### src/rtl/pwm_carrier_pkg.sv
// Shared PWM types: run enable, carrier mode, carrier FSM states and default counter width.
package PKG_pwm;

    localparam int PWM_CNT_WIDTH = 16;

    typedef enum logic {PWM_OFF = 1'b0, PWM_ON = 1'b1} _pwm_onoff;

    typedef enum logic {CARR_SAW = 1'b0, CARR_TRI = 1'b1} _carr_mode;

    typedef enum logic [1:0] {IDLE = 2'd0, UP = 2'd1, DOWN = 2'd2} _carr_state;

endpackage

### src/rtl/pwm_carrier_shadow_reg.sv
// Shadow registers for period/compare: loads while stopped, otherwise only at
// carrier-zero boundaries when an update is pending or requested.
module pwm_shadow_reg
    import PKG_pwm::*;
#(
    parameter int CNT_WIDTH = PWM_CNT_WIDTH
) (
    input  logic                 clk,
    input  logic                 reset,
    input  logic                 force_load_i,
    input  logic                 run_i,
    input  logic                 load_edge_i,
    input  logic                 upd_req_i,
    input  logic [CNT_WIDTH-1:0] period_i,
    input  logic [CNT_WIDTH-1:0] compare_i,
    output logic [CNT_WIDTH-1:0] period_a_o,
    output logic [CNT_WIDTH-1:0] compare_a_o,
    output logic                 upd_ack_o
);

    logic [CNT_WIDTH-1:0] period_a_q, period_a_d;
    logic [CNT_WIDTH-1:0] compare_a_q, compare_a_d;
    logic                 pending_q, pending_d;
    logic                 upd_ack_q, upd_ack_d;

    always_comb begin
        period_a_d  = period_a_q;
        compare_a_d = compare_a_q;
        pending_d   = pending_q;
        upd_ack_d   = 1'b0;
        if (force_load_i) begin
            period_a_d  = period_i;
            compare_a_d = compare_i;
            pending_d   = 1'b0;
        end else if (load_edge_i && (pending_q || upd_req_i)) begin
            period_a_d  = period_i;
            compare_a_d = compare_i;
            pending_d   = 1'b0;
            upd_ack_d   = 1'b1;
        end else if (run_i && upd_req_i) begin
            pending_d   = 1'b1;
        end
    end

    always_ff @(posedge clk or posedge reset) begin
        if (reset) begin
            period_a_q  <= '0;
            compare_a_q <= '0;
            pending_q   <= 1'b0;
            upd_ack_q   <= 1'b0;
        end else begin
            period_a_q  <= period_a_d;
            compare_a_q <= compare_a_d;
            pending_q   <= pending_d;
            upd_ack_q   <= upd_ack_d;
        end
    end

    assign period_a_o  = period_a_q;
    assign compare_a_o = compare_a_q;
    assign upd_ack_o   = upd_ack_q;

endmodule

### src/rtl/pwm_carrier.sv
// Sawtooth / triangle PWM carrier with shadowed period and compare.
// Optional CARRIER_SYNC_EN adds a sync_in input that restarts the carrier phase.
module pwm_carrier
    import PKG_pwm::*;
#(
    parameter int CNT_WIDTH = PWM_CNT_WIDTH
) (
    input  logic                 clk,
    input  logic                 reset,
    input  _pwm_onoff            pwm_onoff,
    input  _carr_mode            mode,
    input  logic [CNT_WIDTH-1:0] period,
    input  logic [CNT_WIDTH-1:0] compare,
    input  logic [CNT_WIDTH-1:0] init,
    input  logic                 upd_req,
`ifdef CARRIER_SYNC_EN
    input  logic                 sync_in,
`endif
    output logic                 pwm,
    output logic [CNT_WIDTH-1:0] carrier,
    output logic                 zero_evt,
    output logic                 top_evt,
    output logic                 upd_ack
);

    localparam logic [CNT_WIDTH-1:0] ONE = {{(CNT_WIDTH-1){1'b0}}, 1'b1};

    _carr_state           state_q, state_d;
    _carr_mode            mode_q, mode_d;
    logic [CNT_WIDTH-1:0] carrier_q, carrier_d;
    logic [CNT_WIDTH-1:0] period_a, compare_a;
    logic [CNT_WIDTH-1:0] start_val;
    logic                 pwm_q, pwm_d;
    logic                 running, keep_run, force_load, load_edge;

    assign running    = (state_q != IDLE);
    assign keep_run   = running && (pwm_onoff == PWM_ON);
    assign force_load = (pwm_onoff == PWM_OFF);
    assign start_val  = (init < period) ? init : period;
    assign load_edge  = keep_run && (carrier_d == '0);
    assign pwm_d      = running && (carrier_q < compare_a);

    // Stopping reloads carrier and shadows together so the carrier never exceeds period_a.
    always_comb begin
        state_d   = state_q;
        mode_d    = mode_q;
        carrier_d = carrier_q;
        case (state_q)
            IDLE: begin
                mode_d = mode;
                if (pwm_onoff == PWM_OFF) begin
                    carrier_d = start_val;
                end else begin
                    state_d = UP;
                end
            end
            UP, DOWN: begin
                if (pwm_onoff == PWM_OFF) begin
                    state_d   = IDLE;
                    carrier_d = start_val;
                end
`ifdef CARRIER_SYNC_EN
                else if (sync_in) begin
                    state_d   = UP;
                    carrier_d = (init < period_a) ? init : period_a;
                end
`endif
                else if (period_a == '0) begin
                    state_d   = UP;
                    carrier_d = '0;
                end else if (mode_q == CARR_SAW) begin
                    state_d   = UP;
                    carrier_d = (carrier_q == period_a) ? '0 : carrier_q + ONE;
                end else if (state_q == UP) begin
                    if (carrier_q == period_a) begin
                        state_d   = DOWN;
                        carrier_d = carrier_q - ONE;
                    end else begin
                        carrier_d = carrier_q + ONE;
                    end
                end else begin
                    if (carrier_q == '0) begin
                        state_d   = UP;
                        carrier_d = ONE;
                    end else begin
                        carrier_d = carrier_q - ONE;
                    end
                end
            end
            default: begin
                state_d   = IDLE;
                carrier_d = '0;
            end
        endcase
    end

    always_ff @(posedge clk or posedge reset) begin
        if (reset) begin
            state_q   <= IDLE;
            mode_q    <= CARR_SAW;
            carrier_q <= '0;
            pwm_q     <= 1'b0;
        end else begin
            state_q   <= state_d;
            mode_q    <= mode_d;
            carrier_q <= carrier_d;
            pwm_q     <= pwm_d;
        end
    end

    pwm_shadow_reg #(
        .CNT_WIDTH(CNT_WIDTH)
    ) u_shadow (
        .clk         (clk),
        .reset       (reset),
        .force_load_i(force_load),
        .run_i       (keep_run),
        .load_edge_i (load_edge),
        .upd_req_i   (upd_req),
        .period_i    (period),
        .compare_i   (compare),
        .period_a_o  (period_a),
        .compare_a_o (compare_a),
        .upd_ack_o   (upd_ack)
    );

    assign pwm      = pwm_q;
    assign carrier  = carrier_q;
    assign zero_evt = running && (carrier_q == '0);
    assign top_evt  = running && (carrier_q == period_a);

endmodule
### config.mk
export PLATFORM = sky130hd
export DESIGN_NAME = pwm_carrier
export DESIGN_NICKNAME = d
export VERILOG_FILES = /design/src/rtl/pwm_carrier_pkg.sv /design/src/rtl/pwm_carrier_shadow_reg.sv /design/src/rtl/pwm_carrier.sv
export SDC_FILE = /design/constraint.sdc
export NUM_CORES = 1
export LEC_CHECK = 0
export CORE_MARGIN = 4
export CORE_UTILIZATION = 30
export CTS_BUF_LIST = sky130_fd_sc_hd__clkbuf_2 sky130_fd_sc_hd__clkbuf_4 sky130_fd_sc_hd__clkbuf_8
export DETAILED_ROUTE_END_ITERATION = 16
export HOLD_SLACK_MARGIN = 0.12
export PLACE_DENSITY_LB_ADDON = 0.08
export SLEW_MARGIN = 5
export SYNTH_ARGS = -nofsm -noshare
export SYNTH_HDL_FRONTEND = slang
export SYNTH_HIERARCHICAL = 1
export SYNTH_SLANG_ARGS = --single-unit
### constraint.sdc
create_clock -name clk -period 4.9 [get_ports clk]
set_input_delay 0.98 -clock clk [delete_from_list [all_inputs] [get_ports clk]]
set_output_delay 0.98 -clock clk [all_outputs]
set_load 0.1 [all_outputs]
Word level (Yosys, flattened, before mapping)
Cells that the tools add are included.
{"block": "classes", "bitwise": 0, "n_lt_le_gt_ge": 2, "n_shift": 0, "n_eq_ne": 8, "muxes": 27, "mul": 0, "div_mod_pow": 0, "n_addsub": 2, "n_reduce_logical": 15}
{"cell": "$mux 16", "n": 13}
{"cell": "$logic_not 16->1", "n": 3}
{"cell": "$lt 16x16->1", "n": 2}
{"cell": "$pmux 16 s2", "n": 1}
{"cell": "$add 16x1->16 const B", "n": 1}
{"cell": "$eq 16x16->1", "n": 1}
{"cell": "$sub 16x1->16 const B", "n": 1}
{"cell": "$mux 2", "n": 7}
{"cell": "$ne 6x6->1 const B", "n": 2}
{"cell": "$logic_and 1x1->1", "n": 7}
{"cell": "$mux 1", "n": 5}
{"cell": "$pmux 2 s2", "n": 1}
{"cell": "$ne 3x1->1 const B", "n": 1}
{"cell": "$reduce_and 3->1", "n": 1}
{"cell": "$eq 2x1->1 const B", "n": 1}
{"cell": "$eq 2x2->1 const B", "n": 1}
{"cell": "$logic_not 2->1", "n": 1}
{"cell": "$ne 2x1->1 const B", "n": 1}
{"cell": "$ne 2x2->1 const B", "n": 1}
{"cell": "$reduce_bool 2->1", "n": 1}
{"cell": "$reduce_or 2->1", "n": 1}
{"cell": "$logic_or 1x1->1", "n": 1}
{"block": "totals", "mem_bits_ro": 0, "wordCells": 62, "in_bits": 53, "mem_count": 0, "regBits": 54, "out_inout_bits": 20, "latchBits": 0, "ramBits": 0}

Depth between registers and ports, before layout
{"block": "depth", "word_depth": 12, "ltp_mapped": 17, "mapped_depth_nobuf": 13}

Cells and area by module
The synthesis kept the hierarchy.
{"mod": "pwm_carrier", "instances": 1, "seq_area_each_um2": 500.5, "area_each_um2": 3139.3, "cells_per_inst": 425}
{"mod": "pwm_shadow_reg", "instances": 1, "seq_area_each_um2": 850.8, "area_each_um2": 1492.7, "cells_per_inst": 119}

Least setup slack after synthesis
No wires, ideal clock.
{"block": "synth_path", "kind": "flip-flop to output port", "start": "register carrier_q[5] (netlist: carrier[5])", "end": "output port top_evt", "required_ps": 3920, "path_buffers": 3, "arrival_ps": 3529, "path_slack_ps": 391, "stages_incl_launch_ff": 8, "cell_sequence": "dfrtp_1 > clkbuf_1 > xor2_1 > nor4_1 > nand4_1 > clkbuf_1 > clkbuf_1 > nor2_1"}
{"block": "synth_between", "elab_chain_len": 2}
{"element": "from (decl)", "line_no": "pwm_carrier.sv:30", "text": "logic [CNT_WIDTH-1:0] carrier_q, carrier_d;"}
{"element": "from (signal assigned)", "line_no": "pwm_carrier.sv:106", "text": "carrier_q <= carrier_d;"}
{"element": "$eq 16x16->1", "line_no": "pwm_carrier.sv:130", "text": "assign top_evt = running && (carrier_q == period_a);"}
{"element": "$logic_and 1x1->1", "line_no": "pwm_carrier.sv:130"}
{"element": "to (decl)", "line_no": "pwm_carrier.sv:22", "text": "output logic top_evt,"}
No other way between the ends.

Worst setup path after layout
{"block": "layout_path", "start": "input port period[11]", "end": "register u_shadow.period_a_q[6] (netlist: u_shadow/period_a_o[6])"}
{"block": "layout_between", "elab_chain_len": 8, "word_cells_on_any_way": 9, "cone_classes": "order compare: 1; eq/ne: 1; mux: 4; reduce/logical: 3"}
{"element": "from (decl)", "line_no": "pwm_carrier.sv:12", "text": "input logic [CNT_WIDTH-1:0] period,"}
{"element": "$lt 16x16->1 *", "line_no": "pwm_carrier.sv:39", "text": "assign start_val = (init < period) ? init : period;"}
{"element": "$mux 16 *", "line_no": "pwm_carrier.sv:39"}
{"element": "$mux 16, on equally long branches", "line_no": "pwm_carrier.sv:58, pwm_carrier.sv:51"}
{"element": "$pmux 16 s2 *", "line_no": "pwm_carrier.sv:48", "text": "case (state_q)"}
{"element": "via carrier_d[14]", "line_no": "pwm_carrier.sv:30"}
{"element": "$logic_not 16->1 *", "line_no": "pwm_carrier.sv:40", "text": "assign load_edge = keep_run && (carrier_d == '0);"}
{"element": "$logic_and 1x1->1 *", "line_no": "pwm_carrier.sv:40"}
{"element": "via load_edge", "line_no": "pwm_carrier.sv:34", "text": "logic running, keep_run, force_load, load_edge;"}
{"element": "$logic_and 1x1->1 *", "line_no": "pwm_carrier_shadow_reg.sv:35", "text": "end else if (load_edge_i && (pending_q || upd_req_i)) begin"}
{"element": "$ne 2x1->1 (no source line) *"}
{"element": "to (signal assigned)", "line_no": "pwm_carrier_shadow_reg.sv:52", "text": "period_a_q <= period_a_d;"}
{"element": "to (decl)", "line_no": "pwm_carrier_shadow_reg.sv:21", "text": "logic [CNT_WIDTH-1:0] period_a_q, period_a_d;"}
The timed path passes the listed nets; every way through them passes the cells marked *.
A chain may end at the register's enable or synchronous reset.

==> impl_metrics.yaml <==
placement:
  gp_congestion: 0.8750
  dp.cells: 787
  port_buffers: 72
  post-dp-hpwl_um: 12870
drt:
  drtPass1Iterations: 5
  routedWlPerCell_um: 21.53
  drt-initial-drc-count: 335
  ant_nets: 0
  remaining_drc_errors: 0
  viasPerCell: 5.722
  wl_um: 17090
  detailroute.via_count: 4543
grt:
  overflow: 0
  grt_pass1_vias: 4550
  grt_start_max_net_pins: 35
  grt_pass1_wl_um: 26820
  grt_antenna_before_repair: 0
  grt_use_total_pct: 19.54
cts:
  clk_path_buf_depth: 2
  clock-sinks: 54
  htree_num_levels: 2
  cts_tree: "built"
  cts_buffers: 5
  cts-resized-gates: 0
  clk_pin_slew_ns: 0.10
  post_cts_buffers: 0
  cts_root_buffer: "clkbuf_8"
  clkLatencyLatePin_ns: 0.33
  hold_buffers: 0
logic_synthesis:
  synth.area.top_cells: "dfrtp_1 29%, ha_1 9.7%, a32o_1 7.1%"
  yosysWarnings: 6
  ys_ff_latch: 54
  synth_ff_type: "dfrtp_1"
  syn-num-nets: 633
  seq_area_frac_synth_pct: 29.17
  synth_edf_count: 0
  synth.distinct_cells: 66
  syn_area_sq_um: 4632
  yosys.area.top_type: "dfrtp_1"
  syn_area_per_cell_sq_um: 8.515
  postSynthCellCount: 544
  synth_top_area_share_pct: 29.17
  synthArstFlopShare_pct: 100.0
setup_path:
  rr_worst_depth: 14
  cp-startpoint: "period[11]"
  endpoint: "u_shadow/period_a_o[6]$_DFFE_PP0P_"
  crit_required_ns: 5.12
  cp-end-kind: "flip-flop"
  r2r-end: "u_shadow/period_a_o[9]$_DFFE_PP0P_"
  start_kind: "input pin"
  r2r_start: "carrier[0]$_DFF_PP0_"
  crit_type: "input pin to flip-flop"
  critPathMaxFanout: 15
  arrival_ns: 4.64
  reg2reg_slack_ns: 0.53
timing:
  fmax_ghz: 0.2262
  fin_tns_setup_ns: 0
  skew_ns: 0.01101
  fin_crit_sh_pct: 90.24
  period_needed_ns: 4.422
  hold_viol_final: 0
  drv_slew: 0
  max_slew_margin_pct: 16.01
  rsz0062_at_grt: "false"
  tightest_slew_ns: 1.260
  setup_viol: 0
worst_hold_path:
  hold_depth: 2
  min_path_type: "flip-flop to flip-flop"
  hp-start: "u_shadow/pending_q$_DFFE_PP0P_"
die:
  dieArea_sq_um: 17490
  core_area_sq_um: 15150
  chipWidth_um: 132.3
  die_y_um: 132.3
  io_pins: 73
  initial_core_util_pct: 30.58
  placement_rows: 45
pwr:
  max-vdd-ir-drop_mv: 0.2411
  powerDensity_nw_per_um2: 628.0
  cellLeakagePower_nw: 2.444
final_layout:
  synthToLayoutAreaGrowth_pct: 23.28
  drive_above_1_share_pct: 7.921
  nets: 695
  final_cells: 794
  diodes: 0
job:
  drv_cap: 0
status:
  status: "finished clean"
==> placed cells by master, fill, tap and decap left out, drive strengths merged, types with 12 or more instances in the layout <==
cell type / netlist / layout
nor2b: 36 / 36
nand2: 31 / 31
nor2: 29 / 29
clkdlybuf4s50: 0 / 70
nor4: 15 / 15
o21ai: 25 / 25
dfrtp: 54 / 54
xor2: 18 / 18
a32o: 33 / 33
nor3: 12 / 12
a21oi: 32 / 32
buf: 12 / 27
ha: 36 / 36
inv: 41 / 41
==> cell families (layout without fill, tap and decap cells) <==
logic type	after synthesis	in the layout	share of synthesized area, %
adder cells (fa/ha/maj)	36	36	9.724
buffers and inverters	83	145	7.969
AND/OR/NAND/NOR	173	173	20.02
AO/OA/AOI/OAI	168	168	27.20
XOR/XNOR	23	23	4.349
multiplexers	7	7	1.567
flip-flops	54	54	29.17
==> layout make-up <==
| class | count | area (sq um) |
|---|---|---|
| Tap cell | 188 | 235.2 |
| Sequential cell | 54 | 1351 |
| Inverter | 41 | 153.9 |
| Multi-Input combinational cell | 407 | 2934 |
| Timing Repair Buffer | 97 | 928.4 |
| Clock buffer | 5 | 68.82 |
| Fill cell | 1588 | 9435 |
| Clock inverter | 2 | 38.79 |
==> sequential cells by signal, indices dropped and copies added (netlist names) <==
name                  cells
pwm                       1
u_shadow/upd_ack_o        1
state_q                   2
u_shadow/period_a_o      16
carrier                  16
u_shadow/pending_q        1
mode_q                    1
u_shadow/compare_a_o     16
==> worst min-delay path by stage <==
stage | to
after floorplan | u_shadow/pending_q$_DFFE_PP0P_
after global placement | u_shadow/pending_q$_DFFE_PP0P_
after detailed placement | u_shadow/pending_q$_DFFE_PP0P_
after CTS | u_shadow/pending_q$_DFFE_PP0P_
after global routing | u_shadow/pending_q$_DFFE_PP0P_
final | u_shadow/pending_q$_DFFE_PP0P_
==> synthesized netlist by cell type, drive strengths merged, types with 6 or more instances <==
master / instances
a31oi: 6
o21ai: 25
nor2b: 36
a21oi: 32
and3: 10
nand2: 31
dfrtp: 54
a32o: 33
xor2: 18
clkbuf: 30
ha: 36
nand4: 7
nor3: 12
a21boi: 7
nor4: 15
nand3: 10
inv: 41
nor2: 29
a21o: 10
a211oi: 10
buf: 12
==> metrics by stage <==
stage | area [sq um] | setup WS (ns) | power, mW | utilization [%] | hold WS [ns]
3_3_place_gp | 5603 | 0.1741 | 3.258 | 36.99 | 0.5461
2_1_floorplan | 4632 | 0.3911 | 2.488 | - | 0.4800
4_1_cts | 5710 | 0.4540 | 3.582 | 37.70 | 0.5553
5_1_grt | 5710 | 0.2544 | 3.816 | 37.70 | 0.5736
6_report | 5710 | 0.4782 | 3.586 | 37.70 | 0.5545
3_5_place_dp | 5603 | 0.1429 | 3.255 | 36.99 | 0.5306
==> routing by layer <==
| layer | global-route usage, % | part of all wire [%] | vias up |
|---|---|---|---|
| met4 | 6.293 | 2.8 | 0 |
| met2 | 31.41 | 46 | 162 |
| met5 | 0 | 0 | - |
| met1 | 27.08 | 46 | 2223 |
| li1 | - | - | 2135 |
| met3 | 2.901 | 5.3 | 23 |
==> worst max-delay path: stages <==
cell	delay, ns
clkdlybuf4s50_1	0.54
inv_1	0.08
ha_1	0.30
nand2_1	0.06
o21ai_0	0.22
a211oi_1	0.12
o31ai_4	0.53
buf_4	0.28
mux2i_1	0.30
a22oi_1	0.17
a41oi_1	0.25
and4_1	0.27
o21ai_2	0.09
buf_4	0.20
a32o_1	0.23
==> report_power, final <==
| group | internal [mW] | switching [mW] |
|---|---|---|
| Sequential | 0.561 | 0.257 |
| Clock | 0.151 | 0.164 |
| Combinational | 0.840 | 1.61 |
| Total | 1.55 | 2.03 |
Note: power is estimated with default switching activity, not from simulation.
